$ cat src/rtl/led_pattern_engine.sv
// LED pattern engine: programmable prescaler driving rotate-left, rotate-right,
// bounce and binary-count patterns, with seed load and run/pause control.
module led_pattern_engine #(
  parameter int WIDTH = 16,
  parameter int DIV_W = 24,
  parameter int SPD_W = 5
) (
  input  logic             clk,
  input  logic             rst,
  input  logic             en_i,
  input  logic [1:0]       mode_i,
  input  logic [SPD_W-1:0] speed_i,
  input  logic             load_i,
  input  logic [WIDTH-1:0] seed_i,
  output logic [WIDTH-1:0] led_o,
  output logic             step_o
);

  localparam logic [1:0] MODE_ROTL  = 2'b00;
  localparam logic [1:0] MODE_ROTR  = 2'b01;
  localparam logic [1:0] MODE_BNCE  = 2'b10;
  localparam logic [1:0] MODE_COUNT = 2'b11;

  localparam logic DIR_LEFT  = 1'b0;
  localparam logic DIR_RIGHT = 1'b1;

  // Terminal count 2^min(s,DIV_W)-1 as a mask of the low s bits; speeds at or
  // beyond DIV_W saturate to all ones, which gives the clamp for free.
  function automatic logic [DIV_W-1:0] term_mask(input logic [SPD_W-1:0] spd);
    logic [DIV_W-1:0] m;
    m = '0;
    for (int i = 0; i < DIV_W; i++) begin
      m[i] = (i < int'(spd)) ? 1'b1 : 1'b0;
    end
    return m;
  endfunction

  logic [WIDTH-1:0] led_q, led_d;
  logic [DIV_W-1:0] div_q, div_d;
  logic             dir_q, dir_d;
  logic             step_q, step_d;
  logic             hit_s;
  logic [WIDTH-1:0] pat_s;
  logic             pat_dir_s;

  // ">=" rather than "==" so lowering the speed mid-period steps at once.
  assign hit_s = en_i && (div_q >= term_mask(speed_i));

  // Pattern value and bounce direction that a step would produce this cycle.
  always_comb begin
    pat_s     = led_q;
    pat_dir_s = dir_q;
    case (mode_i)
      MODE_ROTL:  pat_s = {led_q[WIDTH-2:0], led_q[WIDTH-1]};
      MODE_ROTR:  pat_s = {led_q[0], led_q[WIDTH-1:1]};
      MODE_BNCE: begin
        // Turn around on the step that would push the lit bit off the end,
        // so the end position is shown once and never repeated.
        if (dir_q == DIR_LEFT) begin
          if (led_q[WIDTH-1]) begin
            pat_dir_s = DIR_RIGHT;
            pat_s     = {1'b0, led_q[WIDTH-1:1]};
          end else begin
            pat_s     = {led_q[WIDTH-2:0], 1'b0};
          end
        end else begin
          if (led_q[0]) begin
            pat_dir_s = DIR_LEFT;
            pat_s     = {led_q[WIDTH-2:0], 1'b0};
          end else begin
            pat_s     = {1'b0, led_q[WIDTH-1:1]};
          end
        end
      end
      MODE_COUNT: pat_s = led_q + WIDTH'(1);
      default:    pat_s = led_q;
    endcase
  end

  // Next-state selection: seed load beats a step, pause freezes everything.
  always_comb begin
    led_d  = led_q;
    div_d  = div_q;
    dir_d  = dir_q;
    step_d = 1'b0;
    if (load_i) begin
      led_d  = seed_i;
      div_d  = '0;
      dir_d  = DIR_LEFT;
      step_d = 1'b0;
    end else if (hit_s) begin
      led_d  = pat_s;
      dir_d  = pat_dir_s;
      div_d  = '0;
      step_d = 1'b1;
    end else if (en_i) begin
      div_d  = div_q + DIV_W'(1);
    end else begin
      div_d  = div_q;
    end
  end

  // State registers; reset lights only the LSB and clears the prescaler.
  always_ff @(posedge clk or posedge rst) begin
    if (rst) begin
      led_q  <= WIDTH'(1);
      div_q  <= '0;
      dir_q  <= DIR_LEFT;
      step_q <= 1'b0;
    end else begin
      led_q  <= led_d;
      div_q  <= div_d;
      dir_q  <= dir_d;
      step_q <= step_d;
    end
  end

  assign led_o  = led_q;
  assign step_o = step_q;

endmodule

$ cat config.mk
export PLATFORM = sky130hd
export DESIGN_NAME = led_pattern_engine
export DESIGN_NICKNAME = d
export VERILOG_FILES = /design/src/rtl/led_pattern_engine.sv
export SDC_FILE = /design/constraint.sdc
export NUM_CORES = 1
export LEC_CHECK = 0
export ABC_AREA = 1
export BUFFER_PORTS_ARGS = -buffer_cell sky130_fd_sc_hd__buf_2
export CAP_MARGIN = 20
export CORE_MARGIN = 1.5
export CORE_UTILIZATION = 60
export DETAILED_ROUTE_END_ITERATION = 6
export GPL_ROUTABILITY_DRIVEN = 0
export PLACE_DENSITY = 0.81
export SETUP_SLACK_MARGIN = 0.5
export SYNTH_ARGS = -nofsm -noshare
export SYNTH_HDL_FRONTEND = slang
export SYNTH_SLANG_ARGS = --single-unit
$ cat constraint.sdc
create_clock -name clk -period 2.5 [get_ports clk]
set_input_delay 0.5 -clock clk [delete_from_list [all_inputs] [get_ports clk]]
set_output_delay 0.5 -clock clk [all_outputs]
set_load 0.01 [all_outputs]
---- Word level (Yosys, flattened, before mapping) ----
Index checks and enable logic that the tools add are counted.
word-level totals
  logic and storage cells ................. 81
  input bits .............................. 27
  flip-flop bits (word level) ............. 42
cells by class
  multiplexer cells ....................... 41
  order comparisons ....................... 25
  add/sub/neg operators ................... 2
  equal/unequal tests ..................... 3
  reduce and logical (&&, ||, !) cells .... 6
operators with widths
  kind                                                        count
  two-way mux 16 bit                                          5
  two-way mux 24 bit                                          3
  case mux 16 bit (4 select lines)                            1
  less-than comparator 4 x 5 -> 1 bit (first input constant)  8
  less-than comparator 5 bit (first input constant)           8
  two-way mux 1 bit                                           32
  adder 24 x 1 -> 24 bit (second input constant)              1
  >= comparator 24 bit                                        1
  less-than comparator 3 x 5 -> 1 bit (first input constant)  4
  adder 16 x 1 -> 16 bit (second input constant)              1
  less-than comparator 1 x 5 -> 1 bit (first input constant)  2
  less-than comparator 2 x 5 -> 1 bit (first input constant)  2
  equality test 2 bit (second input constant)                 2
  nonzero test 2 bit                                          2
  nonzero test 3 bit                                          1
  equality test 2 x 1 -> 1 bit (second input constant)        1
  logical NOT 2 bit                                           1
  AND reduction 2 bit                                         1
  logical AND 1 bit                                           1

---- Logic depth before layout (Yosys ltp) ----
  depth after elaboration ................. 6
  gate-level depth with buffers ........... 18
  mapped depth without buffers ............ 17

---- Worst setup path before layout ----
No wires, ideal clock.
  path kind ............................... input to register
  start ................................... input speed_i[4]
  end ..................................... register div_q[16]
  required time ........................... 2377 ps
  library setup time ...................... 123 ps
  path slack .............................. 21 ps
  arrival time ............................ 2355 ps
  cell stages on the path ................. 17
  cells stage by stage .................... clkbuf_1 > inv_1 > a21oi_1 > o21ai_0 > ha_1 > nand2_1 > nor2_2 > nand2_1 > nor2_1 > nand2_1 > nand2_1 > nor2_1 > nand2_2 > nand2_4 > nand2_8 > buf_4 > nor3_1
on the way
  word-level cells in the longest chain between the ends .. 6
  elaborated cells between the ends (all ways) .. 53
  classes of those cells .................. 25 x order compare; 26 x mux; 2 x reduce/logical
RTL lines
  item                                                               line  RTL
  start: declaration                                                 12    input logic [SPD_W-1:0] speed_i,
  less-than comparator 1 x 5 -> 1 bit, or another cell as far along  33    m[i] = (i < int'(spd)) ? 1'b1 : 1'b0;
  two-way mux 1 bit                                                  33
  >= comparator 24 bit (*)                                           47    assign hit_s = en_i && (div_q >= term_mask(speed_i));
  logical AND 1 bit (*)                                              47
  two-way mux 24 bit                                                 91    end else if (hit_s) begin
  two-way mux 24 bit                                                 86    if (load_i) begin
  end signal: assignment                                             112   div_q <= div_d;
  end: declaration                                                   39    logic [DIV_W-1:0] div_q, div_d;
Mark *: on every way between the ends. The rest lies on a longest branch, timed or not.
A chain may end at the register's enable or synchronous reset.

---- Final worst setup path ----
  start ................................... input speed_i[4]
  end ..................................... register div_q[4]
Same word-level chain as after synthesis.

==> results.ini <==
[status]
status=completed

[critical_path]
r2r_setup_slack_ps=490
crit_path_end_kind=register
r2r_start=div_q[11]
arrival_ps=2310
cp_max_fo=6
cp_data_required_time_ps=2700
r2r_cells=11
r2r_end=div_q[4]
crit_path_start_kind=input port
critPathKind=in -> reg

[floorplan]
rows=29
die_w_um=83.8
core_area_um2=6310
io_pins=44
start_util_pct=62.1
dieArea_um2=7020
die_h_um=83.8

[final_layout]
area_growth_pct=20.0
num-nets-final=706
antennaDiodeCount=0
drive_gt1_share_pct=23.7

[route]
drtAntennaViolNets=0
drc=0
via_count=4185
routedWlPerCell_um=15.0
routed_wl_um=10900
dr.first_iter.drc_count=331
dr.pass1.iters=5
viasPerCell=5.73

[sta]
tightest_slew_ps=611
maxSlewHeadroom_pct=59.3
hold_ws_ps=138
fin_crit_sh_pct=84.5
maxSlewViolCount=0
fin_skew_ps=6.21
worst_slack_ps=387
finalHoldViolations=0
setup_viol=0
grt_setup_unrepaired=true
clock.fmax_ghz=0.473
fin_crit_ps=2110

[power_and_ir_drop]
swShare_pct=34.5
p_int_mw=1.20
p_per_area_nw_per_um2=391
power_frac_comb_pct=26.7
vdd_drop_max_uv=338
pwr-share-seq_pct=43.0
p_leak_nw=2.32
clockPowerShare_pct=30.4
p_switching_mw=0.634

[clocking]
clk_path_buf_depth=2
cts.clk_slew.worst_paths_ps=90
cts-buffers-inserted=5
cts_root_buf=clkbuf_8
clkLatencyLatePin_ps=300
cts.sinks=42
cts_tree=built
hold_buffers=0
h-tree-depth=2

[placement]
dp_hpwl_um=7340
io_buffers=43
place_ws_ps=-85.8

[yosys]
synth_area_um2=3920
ys_top_cells_by_area=dfrtp_1 26%, nand2_1 16%, ha_1 8.6%, nor2_1 7.5%, nand3_1 6.4%
synth_cell_types=42
synth_top_cell_area_share_pct=26.2
synth_top_area_cell=dfrtp_1
ys.flop_type=dfrtp_1
yosysSeqAreaShare_pct=26.9
synth_nets=655
syn_inst=601
synth_edf_count=0
yosys_warnings=0
synthArstFlopShare_pct=100
syn-mean-instance-area_um2=6.52
synth-seq-cells=42

[global_routing]
grt_pass1_wl_um=17700
grt_pass1_vias=3907
grt.total_usage_pct=30.9
grt_antenna_before_repair=0
grt_max_degree=44
gr-total-overflow=0

[worst_hold_path]
min_path_type=in -> async

[run]
max_cap_violations=0

-- cell type report --
type,count,area [um^2]
multi-input cells,477,2750
fillers,518,1610
flip-flops and latches,42,1050
repair buffers,57,422
inverters,69,273
well taps,77,96.3
clock buffers,6,72.6
clock inverters,2,37.5
-- stage by stage --
stage | util [%] | cell area [um^2] | setup TNS, ps | cells | power (mW)
global route | 74.5 | 4700 | 0 | 730 | 1.93
global placement | 66.9 | 4230 | 0 | 715 | 1.21
detailed placement | 66.9 | 4230 | -1990 | 715 | 1.23
CTS | 71.4 | 4510 | 0 | 727 | 1.81
finish | 74.5 | 4700 | 0 | 730 | 1.84
floorplan | - | 3990 | 0 | 601 | 1.10
-- worst max-delay path, stage by stage --
cell	delay (ps)
buf_8	120
inv_8	70
nor3_4	40
a31o_2	220
ha_1	270
nand2_1	80
nor2_4	120
nand2_1	70
nor2_1	80
nand2_1	50
nand2_1	70
nor2_2	40
nand2_2	130
nand2_8	130
buf_12	170
nand2_4	90
nor2_1	60
-- what timing repair did --
item                       in CTS  in global routing
gates cloned                    3                  2
setup buffers                   1                  1
pin swaps                      15                 12
setup endpoints to repair      42                 42
gates resized for setup        33                 38
-- power by group through the flow --
stage                     Sequential (mW)  Clock (mW)  Combinational (mW)
after floorplan                     0.798           0               0.298
after global placement              0.797           0               0.415
after detailed placement            0.798           0               0.429
after CTS                           0.786       0.568               0.457
after global routing                0.796       0.585               0.545
final                               0.789       0.557               0.490
-- routing by layer --
layer | global-route usage [%] | share of wire [%] | routed length [um]
met1 | 36.4 | 39 | 4280
met2 | 57.8 | 53 | 5840
met3 | 3.26 | 4.6 | 498
met4 | 11.0 | 2.8 | 303
met5 | 0 | 0 | 0
-- flip-flops by register name, summed over array words and instances, names as in the netlist --
| name | flops |
|---|---|
| div_q | 24 |
| led_o | 16 |
| dir_q | 1 |
| step_o | 1 |
-- worst max-delay path by stage --
stage               cells past startpoint  startpoint        end  slack, ps
CTS                                    17  speed_i[3]   led_o[4]        400
detailed placement                     17  speed_i[3]   led_o[3]        -90
finish                                 17  speed_i[4]   div_q[4]        390
global placement                       14  speed_i[3]   led_o[7]          3
floorplan                              17  speed_i[4]   led_o[2]        280
global route                           17  speed_i[1]  div_q[20]        260
-- cell families after synthesis --
kind of cell,synth area share [%]
AOI/OAI and AO/OA,10.1
xor gates and xnor gates,2.46
adders and majority gates,8.62
buffers and inverters,9.32
DFF,26.9
and+or+nand+nor,42.7
-- synth_stat cells, types with 2 or more instances --
| library cell | count |
|---|---|
| nor3_2 | 3 |
| buf_6 | 3 |
| or2_2 | 8 |
| o21ai_0 | 20 |
| nor2_4 | 4 |
| clkbuf_1 | 5 |
| a21oi_1 | 21 |
| nand4_1 | 15 |
| nor2_2 | 13 |
| o211ai_1 | 3 |
| nor2_1 | 78 |
| nand2_1 | 172 |
| buf_2 | 6 |
| nor4_1 | 3 |
| inv_2 | 2 |
| nand3_1 | 50 |
| nand3_2 | 4 |
| xor2_1 | 5 |
| buf_4 | 3 |
| a31oi_1 | 3 |
| nand2_2 | 6 |
| o2111ai_1 | 3 |
| nor3_1 | 9 |
| xnor2_1 | 6 |
| nand2_4 | 2 |
| dfrtp_1 | 41 |
| inv_1 | 65 |
| o21ai_1 | 8 |
| ha_1 | 27 |
-- cell usage in the layout, fill, tap and decap left out, drive strengths merged, types with 5 or more instances in the layout --
cell	netlist	routed
nor3	12	12
nor2	95	95
buf	12	56
xnor2	6	6
clkbuf	5	7
ha	27	27
inv	67	66
xor2	5	5
a21oi	22	22
nand3	54	54
or2	8	8
o21ai	28	28
nand4	15	15
dfrtp	41	41
nand2	181	185
No activity file was read; power rests on OpenSTA's default activity.
